<file path="config.mk">
export PLATFORM = sky130hd
export DESIGN_NAME = demux_result_serializer
export DESIGN_NICKNAME = d
export VERILOG_FILES = /design/src/rtl/demux_result_serializer.sv
export SDC_FILE = /design/constraint.sdc
export NUM_CORES = 1
export LEC_CHECK = 0
export ABC_CLOCK_PERIOD_IN_PS = 3300
export CORE_MARGIN = 5
export CORE_UTILIZATION = 40
export CTS_BUF_LIST = sky130_fd_sc_hd__clkbuf_4
export CTS_CLUSTER_DIAMETER = 200
export DETAILED_ROUTE_END_ITERATION = 10
export PLACE_DENSITY = 0.66
export SETUP_SLACK_MARGIN = 0.3
export SLEW_MARGIN = 20
export SYNTH_ARGS = -nofsm -noshare
export SYNTH_HDL_FRONTEND = slang
export SYNTH_SLANG_ARGS = --single-unit
</file>
<file path="constraint.sdc">
create_clock -name clk -period 3.3 [get_ports clk]
set_input_delay 0.66 -clock clk [delete_from_list [all_inputs] [get_ports clk]]
set_output_delay 0.66 -clock clk [all_outputs]
set_load 0.03 [all_outputs]
</file>
<file path="src/rtl/demux_result_serializer.sv">
// Captures NWORDS parallel result words in one cycle and streams them out
// one word per valid/ready handshake, tagged with the word index.
//
//   state   | meaning
//   --------+------------------------------------------------------------
//   ST_IDLE | no frame held; load captures Data_in on the next edge
//   ST_SEND | frame held; word idx_out presented until accepted
module demux_result_serializer #(
   parameter int WIDTH  = 8,
   parameter int NWORDS = 12,
   parameter int IDXW   = 4
) (
   input  logic                    clk,
   input  logic                    rst_n,
   input  logic                    load,
   input  logic [WIDTH*NWORDS-1:0] Data_in,
   output logic [WIDTH-1:0]        Data_out,
   output logic [IDXW-1:0]         idx_out,
   output logic                    valid,
   input  logic                    ready,
   output logic                    busy,
   output logic                    done
);

   typedef enum logic {ST_IDLE, ST_SEND} state_t;

   localparam logic [IDXW-1:0] LAST_IDX = IDXW'(NWORDS - 1);

   state_t                             state_q, state_d;
   logic [NWORDS-1:0][WIDTH-1:0]       buf_q, buf_d;
   logic [IDXW-1:0]                    idx_q, idx_d;
   logic [WIDTH-1:0]                   data_q, data_d;
   logic                               done_q, done_d;
   logic [IDXW-1:0]                    idx_nxt;

   assign idx_nxt = idx_q + 1'b1;

   always_ff @(posedge clk or negedge rst_n) begin
      if (!rst_n) begin
         state_q <= ST_IDLE;
         buf_q   <= '0;
         idx_q   <= '0;
         data_q  <= '0;
         done_q  <= 1'b0;
      end else begin
         state_q <= state_d;
         buf_q   <= buf_d;
         idx_q   <= idx_d;
         data_q  <= data_d;
         done_q  <= done_d;
      end
   end

   always_comb begin
      state_d = state_q;
      buf_d   = buf_q;
      idx_d   = idx_q;
      data_d  = data_q;
      done_d  = 1'b0;
      case (state_q)
         ST_IDLE: begin
            if (load) begin
               buf_d   = Data_in;
               idx_d   = '0;
               data_d  = Data_in[WIDTH-1:0];
               state_d = ST_SEND;
            end
         end
         ST_SEND: begin
            // load is deliberately not looked at here: it is dropped, not queued
            if (ready) begin
               if (idx_q == LAST_IDX) begin
                  state_d = ST_IDLE;
                  idx_d   = '0;
                  done_d  = 1'b1;
               end else begin
                  idx_d  = idx_nxt;
                  data_d = buf_q[idx_nxt];
               end
            end
         end
         default: state_d = ST_IDLE;
      endcase
   end

   assign valid    = (state_q == ST_SEND);
   assign busy     = (state_q == ST_SEND);
   assign done     = done_q;
   assign Data_out = data_q;
   assign idx_out  = idx_q;

endmodule

</file>
==> Yosys cells after proc, flatten, opt, wreduce, memory -nomap -nowiden <==
Index checks and enable logic that the tools add are counted.
{ "totals": {"ff_bits": 110, "latchBits": 0, "mem_bits_rw": 0, "rom_bits": 0, "output_inout_bits": 15, "word_cells": 43, "memories": 0} }
{ "op_classes": {"n_addsub": 1, "mul": 0, "div": 0, "magnitude_cmp": 1, "eq_ne": 4, "n_shift": 0, "mux": 17, "bitwise": 1, "reduce_logical": 3} }
{ "op_table": {"columns": ["cell", "n"], "rows": [
  ["binary-select mux 8 bit (select 4 bit)", 1],
  ["2-to-1 mux 8 bit", 4],
  ["case mux 8 bit (2 select lines)", 1],
  ["2-to-1 mux 4 bit", 3],
  ["case mux 4 bit (2 select lines)", 1],
  ["2-to-1 mux 1 bit", 6],
  ["!= test 2 bit (second input constant)", 3],
  ["< comparator 4 x 5 -> 1 bit (second input constant)", 1],
  ["adder 4 x 1 -> 4 bit (second input constant)", 1],
  ["equality test 4 bit (second input constant)", 1],
  ["AND reduction 2 bit", 2],
  ["AND reduction 3 bit", 1],
  ["case mux 1 bit (2 select lines)", 1],
  ["NOT 1 bit", 1]
]} }

==> Longest topological paths before layout <==
{ "logic_depth": {"ltp_word": 6, "mapped_depth": 7} }

==> Worst setup path before layout <==
No wires, ideal clock.
{ "synth_path": {"kind": "register to register", "startpoint": "register idx_q[1], in the netlist idx_out[1]", "endpoint": "register data_q[3], in the netlist Data_out[3]", "setup_ns": 0.128, "arrival_ns": 1.732, "required_ns": 3.172, "path_slack_ns": 1.440, "path_stages_with_launch": 8, "synth_period_minus_slack_ns": 1.860, "path_cell_list": "dfrtp_1 -> ha_1 -> buf_2 -> buf_2 -> clkbuf_1 -> nand3_1 -> o2111ai_1 -> o22ai_1"} }
{ "synth_between": {"elab_chain_cells": 6, "elab_cells_between_ends": 9} }
{ "synth_lines": {"columns": ["item", "line", "source"], "rows": [
  ["from (decl)", "31", "logic [IDXW-1:0] idx_q, idx_d;"],
  ["from (signal assigned)", "48", "idx_q <= idx_d;"],
  ["adder 4 x 1 -> 4 bit", "36", "assign idx_nxt = idx_q + 1'b1;"],
  ["binary-select mux 8 bit (select 4 bit)", "78", "data_d = buf_q[idx_nxt];"],
  ["2-to-1 mux 8 bit (not written as such)", "78", null],
  ["2-to-1 mux 8 bit", "72", "if (idx_q == LAST_IDX) begin"],
  ["2-to-1 mux 8 bit", "71", "if (ready) begin"],
  ["case mux 8 bit (2 select lines)", "60", "case (state_q)"],
  ["to (signal assigned)", "49", "data_q <= data_d;"],
  ["to (decl)", "32", "logic [WIDTH-1:0] data_q, data_d;"]
]} }
Parallel ways exist; a longest one is shown, timed or not. The select of a mux whose other input is x is not followed.
A chain may end at the register's enable or synchronous reset.

==> Worst setup path after layout <==
{ "layout_path": {"startpoint": "register idx_q[0], in the netlist idx_out[0]", "endpoint": "output idx_out[0]"} }
{ "layout_rtl": {"columns": ["item", "line", "source"], "rows": [
  ["to (decl)", "18", "output logic [IDXW-1:0] idx_out,"]
]} }
No word-level cell between the ends.

==> impl_metrics.ini <==
[final_layout]
fin_area_um2 = 6586
drive_gt1_share_pct = 6.942
area_growth_pct = 25.96
fill_cells = 1239
fin_nets = 773
final_cells = 850

[setup_path]
endpoint_kind = primary output
ff2ff_path_depth = 6
reg2reg_slack_ns = 0.91
reg2reg_from = idx_out[0]
worstPathArrival_ns = 2.16
critPathRequiredTime_ns = 2.64
crit_path_start_kind = flop
worstSetupPathType = flop to primary output
worst_setup_path_endpoint = idx_out[0]
critical_path.startpoint = idx_out[0]
worst_r2r_endpoint = Data_out[3]
path_max_fanout = 16

[yosys]
ys_top_cells_by_area = dfrtp_1, nand2_1, mux2i_1
async_reset_ff_share_pct = 100.0
synthTopCellsByCount = nand2_1, dfrtp_1, nand3_1
yosysMostFrequentCell = nand2_1
synth.cell_area_um2 = 5229
yosysWarningCount = 0
ys_types = 35
synth-edff-count = 0
syn-instance-count = 578
synth_top_cell_area_share_pct = 52.64
ys.flop_type = dfrtp_1
synth-seq-cells = 110
synth_nets = 679
yosysSeqAreaShare_pct = 52.64
syn_avg_cell_area_um2 = 9.046
synth_top_cell_by_area = dfrtp_1

[cts]
cts_root_buffer = clkbuf_4
htreeDepth = 3
worstSkewPairLatency_ns = 0.47
numCtsBuffers = 9
clk_pin_slew_worst_paths_ns = 0.17
cts_resized = 0
cts-hold-fix-buffers = 0
cts.sinks = 110
post_cts_buffers = 0
cts_tree = done
clock_path_buffers = 2

[floorplan]
io_pins = 115
row_count = 41
die_area_um2 = 15460
initial_core_util_pct = 41.10
fp.dieH_um = 124.3
core_area_um2 = 12720
die_w_um = 124.3

[drt]
detail_route.iter0.violations = 316
vias = 4286
drtAntennaViolNets = 0
viasPerCell = 5.042
wl_per_cell_um = 15.97
route.detailed.drc = 0
wirelength_um = 13570
drtPass1Iterations = 5

[min_path]
hold_path.class = input port to asynchronous set/reset pin

[placed_design]
placed_cells = 833
port_buffers = 114
gp_congestion = 0.8768
pre_cts_ws_ns = 0.9051
postPlaceCellArea_um2 = 6459
hpwl_um = 9843

[timing]
fmax_mhz = 355.0
tightestPinTransition_ns = 0.9860
finalCritPeriodShare_pct = 85.35
fin_ws_ns = 0.4834
finalSetupViolations = 0
finClkSkew_ns = 0.01774
slew_headroom_pct = 34.26
grt_setup_unrepaired = no
maxSlewViolCount = 0
finalHoldViolCount = 0
setup-tns-final_ns = 0
finalCriticalPeriod_ns = 2.817

[power_and_ir_drop]
p_leak_nw = 3.164
p_per_area_nw_per_um2 = 843.4
vdd_drop_max_mv = 0.2892

[global_route]
grt_pass1_vias = 4523
grt_use_total_pct = 17.87
grt_first_pass_wirelength_um = 22650
grt_start_max_net_pins = 97
grt.overflow.total = 0
antenna_found_initial = 1

[outcome]
status = complete, no violations

[job]
drv_cap = 0
[critical path: stages, from the launching register on]
cell and delay (ns):
dfrtp_2 0.61, buf_4 0.34, clkdlybuf4s50_1 0.72
[logic make-up (layout without fill, tap and decap cells)]
family,count (synthesis),in the layout,synth area share (%)
AOI/OAI and AO/OA,41,41,5.647
DFF,110,110,52.64
adders and majority gates,1,1,0.2393
muxes,39,39,9.883
and+or+nand+nor,345,345,26.61
buffers and inverters,39,138,4.187
other,0,1,0
xor gates and xnor gates,3,3,0.7897
[registers in the layout (all words and copies together), names as in the netlist]
register,count
done,1
idx_out,4
Data_out,8
buf_q,96
busy,1
[cell type report]
type / instances / area, µm² / share of cell area (%)
Timing Repair Buffer: 121 / 1216 / 18.47
Sequential cell: 110 / 2754 / 41.81
Antenna cell: 1 / 2.502 / 0.03799
Clock inverter: 5 / 35.03 / 0.5319
Tap cell: 172 / 215.2 / 3.267
Multi-Input combinational cell: 429 / 2277 / 34.57
Inverter: 1 / 3.754 / 0.05699
Clock buffer: 11 / 82.58 / 1.254
[stage by stage]
step	hold WS [ns]	total power, mW	util [%]
2_1_floorplan	0.3644	4.148	-
3_3_place_gp	0.4556	4.876	50.77
3_5_place_dp	0.4575	4.970	50.77
4_1_cts	0.3599	5.581	51.69
5_1_grt	0.3880	5.983	51.77
6_report	0.3278	5.555	51.77
[routing by layer]
metal | track usage (%) | part of all wire (%) | up-vias
met5 | 0 | 0 | -
li1 | - | - | 2077
met4 | 6.125 | 2.0 | 0
met2 | 29.36 | 50 | 127
met3 | 3.645 | 4.6 | 20
met1 | 23.58 | 44 | 2062
[power breakdown]
| group | internal [mW] | total, mW | switching, mW | leakage, nW |
|---|---|---|---|---|
| clock network | 0.174 | 0.614 | 0.440 | 0.0672 |
| registers | 1.98 | 2.42 | 0.437 | 1.37 |
| logic | 1.13 | 2.52 | 1.39 | 1.72 |
| total | 3.29 | 5.55 | 2.26 | 3.16 |
[worst min path at each step]
stage                    from     endpoint  slack [ns]  depth (start not counted)
floorplan               rst_n  Data_out[0]        0.36                          0
global placement    buf_q[90]    buf_q[90]        0.46                          2
detailed placement  buf_q[89]    buf_q[89]        0.46                          2
CTS                     rst_n    buf_q[40]        0.36                          1
global route            rst_n    buf_q[62]        0.39                          1
finish                  rst_n    buf_q[28]        0.33                          1
[layout by cell type, fill, tap and decap left out, types with 2 or more instances in the layout]
cell type	count
nand2_1	289
clkdlybuf4s50_1	113
dfrtp_1	109
nand3_1	38
mux2i_1	28
o22ai_1	15
o21ai_0	11
clkbuf_4	11
mux4_2	10
or3_1	8
o2111ai_1	7
buf_4	6
nor2_1	2
xor2_2	2
clkinv_2	2
buf_12	2
(Power assumes the default switching activity.)
